### config.mk
export PLATFORM = sky130hd
export DESIGN_NAME = rgb_slice_mapper
export DESIGN_NICKNAME = d
export VERILOG_FILES = /design/src/rtl/rgb_slice_mapper.sv
export SDC_FILE = /design/constraint.sdc
export NUM_CORES = 1
export LEC_CHECK = 0
export ABC_CLOCK_PERIOD_IN_PS = 3850
export CAP_MARGIN = 20
export CORE_ASPECT_RATIO = 0.75
export CORE_MARGIN = 2
export CORE_UTILIZATION = 45
export CTS_CLUSTER_DIAMETER = 30
export DETAILED_ROUTE_END_ITERATION = 7
export HOLD_SLACK_MARGIN = 0.03
export PLACE_DENSITY_LB_ADDON = 0.1
export SLEW_MARGIN = 10
export SYNTH_ARGS = -nofsm -noshare
export SYNTH_HDL_FRONTEND = slang
export SYNTH_SLANG_ARGS = --single-unit
### constraint.sdc
create_clock -name clk -period 3.85 [get_ports clk]
set_input_delay 0.77 -clock clk [delete_from_list [all_inputs] [get_ports clk]]
set_output_delay 0.77 -clock clk [all_outputs]
set_load 0.03 [all_outputs]
### src/rtl/rgb_slice_mapper.sv
// rgb_slice_mapper: tags each accepted RGB pixel with its µblock, block and slice
// coordinates, reorders the colour channels, and flags short and long frames.
module rgb_slice_mapper #(
  parameter int PIX_W    = 24,
  parameter int BLOCK_W  = 8,
  parameter int BLOCK_H  = 16,
  parameter int BLOCKS_X = 5,
  parameter int BLOCKS_Y = 3,
  parameter int SLICES   = 128,
  parameter int SWAP_RB  = 1
) (
  input  logic                                             clk,
  input  logic                                             rst,
  input  logic [PIX_W-1:0]                                 rgb,
  input  logic                                             hsync,
  input  logic                                             vsync,
  input  logic                                             empty,
  input  logic                                             rgb_enable,
  output logic [PIX_W-1:0]                                 pixel_data,
  output logic                                             pixel_valid,
  output logic [((BLOCK_W  > 1) ? $clog2(BLOCK_W)  : 1)-1:0] pixel_col,
  output logic [((BLOCK_H  > 1) ? $clog2(BLOCK_H)  : 1)-1:0] pixel_line,
  output logic [((BLOCKS_X > 1) ? $clog2(BLOCKS_X) : 1)-1:0] block_col,
  output logic [((BLOCKS_Y > 1) ? $clog2(BLOCKS_Y) : 1)-1:0] block_line,
  output logic [((SLICES   > 1) ? $clog2(SLICES)   : 1)-1:0] slice_cnt,
  output logic                                             eos,
  output logic                                             eof,
  output logic                                             err_short,
  output logic                                             err_long
);

  localparam int PCW = (BLOCK_W  > 1) ? $clog2(BLOCK_W)  : 1;
  localparam int PLW = (BLOCK_H  > 1) ? $clog2(BLOCK_H)  : 1;
  localparam int BCW = (BLOCKS_X > 1) ? $clog2(BLOCKS_X) : 1;
  localparam int BLW = (BLOCKS_Y > 1) ? $clog2(BLOCKS_Y) : 1;
  localparam int SCW = (SLICES   > 1) ? $clog2(SLICES)   : 1;
  localparam int CW  = PIX_W / 3;

  localparam logic [PCW-1:0] PC_MAX = PCW'(BLOCK_W - 1);
  localparam logic [PLW-1:0] PL_MAX = PLW'(BLOCK_H - 1);
  localparam logic [BCW-1:0] BC_MAX = BCW'(BLOCKS_X - 1);
  localparam logic [BLW-1:0] BL_MAX = BLW'(BLOCKS_Y - 1);
  localparam logic [SCW-1:0] SC_MAX = SCW'(SLICES - 1);

  // IDLE: no frame since reset; ACTIVE: frame in progress; DONE: eof issued
  typedef enum logic [1:0] {FR_IDLE, FR_ACTIVE, FR_DONE} frame_t;

  frame_t           r_frame, w_frame_nxt;
  logic             r_vsync;
  logic             r_en;
  logic             r_ovf;
  logic [PCW-1:0]   r_pc, w_pc_nxt;
  logic [PLW-1:0]   r_pl, w_pl_nxt;
  logic [BCW-1:0]   r_bc, w_bc_nxt;
  logic [BLW-1:0]   r_bl, w_bl_nxt;
  logic [SCW-1:0]   r_sc, w_sc_nxt;

  logic             w_acc, w_fs, w_beat, w_drop, w_live;
  logic             w_last_pix, w_eof;
  logic [PIX_W-1:0] w_pix;

  logic [PIX_W-1:0] r_pixel_data;
  logic             r_pixel_valid, r_eos, r_eof, r_err_short, r_err_long;
  logic [PCW-1:0]   r_o_pc;
  logic [PLW-1:0]   r_o_pl;
  logic [BCW-1:0]   r_o_bc;
  logic [BLW-1:0]   r_o_bl;
  logic [SCW-1:0]   r_o_sc;

  // Event decode, frame next-state and next-coordinate counters
  always_comb begin
    w_acc       = !empty;
    w_fs        = w_acc && vsync && !r_vsync;
    w_beat      = w_acc && vsync && hsync && !w_fs;
    w_drop      = w_beat && (r_frame == FR_DONE);
    w_live      = w_beat && !w_drop;
    w_last_pix  = (r_pc == PC_MAX) && (r_bc == BC_MAX) &&
                  (r_pl == PL_MAX) && (r_bl == BL_MAX);
    w_eof       = w_last_pix && (r_sc == SC_MAX);

    w_frame_nxt = r_frame;
    w_pc_nxt    = r_pc;
    w_bc_nxt    = r_bc;
    w_pl_nxt    = r_pl;
    w_bl_nxt    = r_bl;
    w_sc_nxt    = r_sc;

    if (w_fs) begin
      w_frame_nxt = FR_ACTIVE;
      w_pc_nxt    = '0;
      w_bc_nxt    = '0;
      w_pl_nxt    = '0;
      w_bl_nxt    = '0;
      w_sc_nxt    = '0;
    end else if (w_live) begin
      if (w_eof) w_frame_nxt = FR_DONE;
      // Nested wrap with explicit compares so non-power-of-two geometries work
      if (r_pc != PC_MAX) begin
        w_pc_nxt = r_pc + 1'b1;
      end else begin
        w_pc_nxt = '0;
        if (r_bc != BC_MAX) begin
          w_bc_nxt = r_bc + 1'b1;
        end else begin
          w_bc_nxt = '0;
          if (r_pl != PL_MAX) begin
            w_pl_nxt = r_pl + 1'b1;
          end else begin
            w_pl_nxt = '0;
            if (r_bl != BL_MAX) begin
              w_bl_nxt = r_bl + 1'b1;
            end else begin
              w_bl_nxt = '0;
              w_sc_nxt = (r_sc == SC_MAX) ? '0 : r_sc + 1'b1;
            end
          end
        end
      end
    end
  end

  // Channel reorder
  always_comb begin
    w_pix = rgb;
    if (SWAP_RB != 0) w_pix = {rgb[CW-1:0], rgb[2*CW-1:CW], rgb[3*CW-1:2*CW]};
  end

  // Frame state, vsync history, enable latch, overflow flag and counters
  always_ff @(posedge clk) begin
    if (rst) begin
      r_frame <= FR_IDLE;
      r_vsync <= 1'b0;
      r_en    <= 1'b0;
      r_ovf   <= 1'b0;
      r_pc    <= '0;
      r_bc    <= '0;
      r_pl    <= '0;
      r_bl    <= '0;
      r_sc    <= '0;
    end else begin
      r_frame <= w_frame_nxt;
      r_pc    <= w_pc_nxt;
      r_bc    <= w_bc_nxt;
      r_pl    <= w_pl_nxt;
      r_bl    <= w_bl_nxt;
      r_sc    <= w_sc_nxt;
      if (w_acc) r_vsync <= vsync;
      if (w_fs) begin
        r_en  <= rgb_enable;
        r_ovf <= 1'b0;
      end else if (w_drop) begin
        r_ovf <= 1'b1;
      end
    end
  end

  // Registered output stage: coordinates describe the pixel being output
  always_ff @(posedge clk) begin
    if (rst) begin
      r_pixel_data  <= '0;
      r_pixel_valid <= 1'b0;
      r_eos         <= 1'b0;
      r_eof         <= 1'b0;
      r_err_short   <= 1'b0;
      r_err_long    <= 1'b0;
      r_o_pc        <= '0;
      r_o_bc        <= '0;
      r_o_pl        <= '0;
      r_o_bl        <= '0;
      r_o_sc        <= '0;
    end else begin
      r_pixel_valid <= w_live && r_en;
      r_eos         <= w_live && w_last_pix;
      r_eof         <= w_live && w_eof;
      r_err_short   <= w_fs && (r_frame == FR_ACTIVE);
      r_err_long    <= w_drop && !r_ovf;
      if (w_live) begin
        r_pixel_data <= w_pix;
        r_o_pc       <= r_pc;
        r_o_bc       <= r_bc;
        r_o_pl       <= r_pl;
        r_o_bl       <= r_bl;
        r_o_sc       <= r_sc;
      end
    end
  end

  assign pixel_data  = r_pixel_data;
  assign pixel_valid = r_pixel_valid;
  assign pixel_col   = r_o_pc;
  assign pixel_line  = r_o_pl;
  assign block_col   = r_o_bc;
  assign block_line  = r_o_bl;
  assign slice_cnt   = r_o_sc;
  assign eos         = r_eos;
  assign eof         = r_eof;
  assign err_short   = r_err_short;
  assign err_long    = r_err_long;

endmodule

==> results.py <==
metrics = {
    "run_status": {
        "status": "complete, no violations",
    },
    "route": {
        "ant_nets": 0,
        "wl_mm": 6.17,
        "drtIter0Drc": 145,
        "drc": 0,
        "vias": 2488,
        "dr.pass1.iters": 4,
        "avgRoutedWirePerCell_um": 12.6,
        "viasPerCell": 5.09,
    },
    "clock_tree": {
        "numCtsBuffers": 9,
        "clock_latency_ns": 0.35,
        "clock_sinks": 72,
        "cts-hold-fix-buffers": 0,
        "post_cts_buffers": 0,
        "htreeDepth": 3,
        "cts_tree": "yes",
        "cts.clk_slew.worst_paths_ns": 0.07,
        "clockBufferDepth": 2,
        "clockRootBuffer": "clkbuf_8",
        "postCtsResizedCells": 0,
    },
    "setup_path": {
        "cp-start-kind": "input pin",
        "criticalPathCategory": "in -> reg",
        "r2r-start": "r_pc[0]$_SDFFE_PP0P_",
        "r2r_cells": 6,
        "cp.required_ns": 4.12,
        "r2r-end": "r_sc[6]$_SDFFE_PP0P_",
        "arrival_ns": 2.85,
        "cp_max_fo": 38,
        "r2r_slack_ns": 1.51,
        "critPathCaptureType": "register",
    },
    "synth": {
        "avgSynthCellArea_um2": 8.24,
        "postSynth.asyncResetShare": 0,
        "synth-seq-cells": 72,
        "synth_mux_area_frac": 0.0145,
        "synth_top_family_by_area": "simple AND/OR/NAND/NOR gates",
        "synthCells": 336,
        "synth_compound_area_frac": 0.144,
        "ys_warn_count": 0,
        "synth_top_flop_cell": "dfxtp_1",
        "synth_simple_gate_area_frac": 0.252,
        "syn_area_mm2": 0.00277,
        "syn_nets": 372,
        "synth_fa_ha_area_frac": 0.0271,
        "synth_seq_area_share": 0.521,
        "synth_cell_type_count": 34,
        "synth_xor_area_frac": 0.00316,
        "synth_edf_count": 0,
    },
    "finish": {
        "fillers": 534,
        "syn_to_final_growth_pct": 38.0,
        "nets": 442,
        "drive_above_1_share": 0.0535,
        "final_cell_mix": "nand2_1 (97), clkdlybuf4s50_1 (76), dfxtp_1 (72), a21oi_1 (58), clkbuf_8 (13)",
        "final_common_cell": "nand2_1",
        "antennaDiodeCount": 0,
    },
    "hold_path": {
        "worstHoldPathCells": 1,
        "hold_class": "reg -> reg",
        "hold_path.startpoint": "r_ovf$_SDFFE_PP0P_",
        "min_to": "err_long$_SDFF_PP0_",
    },
    "power_and_ir_drop": {
        "power_leakage_nw": 1.27,
        "power_density_mw_per_mm2": 381,
        "power.total_w": 0.00146,
        "irDropWorstVdd_uv": 294,
        "pwr-share-clk": 0.434,
        "p_int_w": 0.00116,
        "combPwrFrac": 0.049,
        "p_seq_frac": 0.517,
        "swShare": 0.206,
        "p_sw_w": 0.000299,
    },
    "flow_run": {
        "drv_cap": 0,
    },
    "floorplan": {
        "die_area_mm2": 0.00680,
        "dieWidth_um": 94.6,
        "io_pins": 78,
        "core-area_mm2": 0.00589,
        "initial_core_util": 0.470,
        "die_h_um": 71.9,
        "rows": 24,
    },
    "global_route": {
        "antenna_found_initial": 0,
        "grt_max_degree": 55,
        "track_usage": 0.194,
        "grt.overflow.total": 0,
        "grt_pass1_wl_mm": 10.2,
        "grt_pass1_vias": 2277,
    },
    "sta": {
        "setup_viol": 0,
        "finalSetupTns_ns": 0,
        "worstMarginPinSlew_ns": 0.689,
        "clock_skew_ns": 0.00538,
        "hold_viol": 0,
        "final.min_clock_period_ns": 2.59,
        "rsz0062_at_grt": "no",
        "max_freq_mhz": 387,
        "drv_slew": 0,
        "finalHoldWorstSlack_ns": 0.447,
        "fin_crit_sh": 0.671,
        "maxSlewHeadroom": 0.539,
    },
    "placed_design": {
        "place.gp.congestion": 0.746,
        "dpl.hpwl_mm": 4.14,
        "port_buffers": 77,
    },
}
==> worst max-delay path, cell delays in order <==
cell and delay, ns:
clkdlybuf4s50_1 0.48, and4b_1 0.38, nand2_2 0.43, or4_1 0.64, a21oi_1 0.14
==> flip-flops by register name (all words and copies together), names as in the netlist, 3 cells and up <==
| register | count |
|---|---|
| pixel_data | 24 |
| r_sc | 7 |
| slice_cnt | 7 |
| pixel_line | 4 |
| r_pl | 4 |
| block_col | 3 |
| pixel_col | 3 |
| r_bc | 3 |
| r_pc | 3 |
==> how the worst max path moves through the flow <==
stage                from  slack, ns                 endpoint
CTS                 empty       1.27     r_sc[6]$_SDFFE_PP0P_
global route        empty       1.09  r_frame[0]$_SDFFE_PP0P_
floorplan           empty       1.90     r_bl[0]$_SDFFE_PP0P_
finish              empty       1.26     r_sc[6]$_SDFFE_PP0P_
global placement    empty       0.96     r_sc[6]$_SDFFE_PP0P_
detailed placement  empty       0.88  r_frame[0]$_SDFFE_PP0P_
==> synth_stat cells, types with 2 or more instances <==
library cell	instances	share of area
nand3_1	5	0.0090
nor3_1	7	0.013
and4b_1	2	0.0072
nor3b_1	2	0.0054
dfxtp_1	72	0.52
mux2i_1	4	0.014
clkbuf_1	14	0.019
or4_1	5	0.014
a211oi_1	2	0.0054
nor4_1	3	0.0068
nand2b_1	3	0.0068
a21oi_1	58	0.10
nand2_1	98	0.13
o21ai_0	7	0.013
and3_1	3	0.0068
o31ai_1	4	0.011
ha_1	6	0.027
nand4_1	4	0.0090
or3_1	5	0.011
nor2_1	8	0.011
inv_1	5	0.0068
buf_2	7	0.013
==> through the flow <==
stage | cell area, µm² | setup slack [ns] | std cells | utilization
after floorplan | 2770 | 1.90 | 336 | -
after global placement | 3600 | 0.957 | 473 | 0.612
after detailed placement | 3600 | 0.884 | 473 | 0.612
after CTS | 3820 | 1.27 | 489 | 0.649
after global routing | 3820 | 1.09 | 489 | 0.649
final | 3820 | 1.26 | 489 | 0.649
==> cell families after synthesis <==
kind of cell	count (synthesis)
xor gates and xnor gates	1
adders and majority gates	6
and+or+nand+nor	152
buffers and inverters	26
AOI/OAI and AO/OA	75
DFF	72
muxes	4
==> power groups by stage <==
stage	clock network, W	logic, W	registers (W)
floorplan	0	0.0000250	0.000774
global placement	0	0.0000711	0.000769
detailed placement	0	0.0000716	0.000769
CTS	0.000648	0.0000719	0.000752
global route	0.000676	0.0000771	0.000752
finish	0.000632	0.0000712	0.000752
==> layer usage <==
layer	track usage	up-vias	share of wire
li1	-	1288	-
met2	0.292	68	0.42
met1	0.247	1122	0.48
met4	0.0725	0	0.015
met5	0	-	0
met3	0.0852	10	0.076
==> area by class of cell <==
class,instances,area (µm²),area share
sequential,72,1440,0.377
multi-input combinational,238,1230,0.322
timing repair buffer,80,813,0.213
clock buffer,14,183,0.0478
tap,78,97.6,0.0256
clock inverter,2,35.0,0.00917
inverter,5,18.8,0.00491
(Power assumes the default switching activity.)
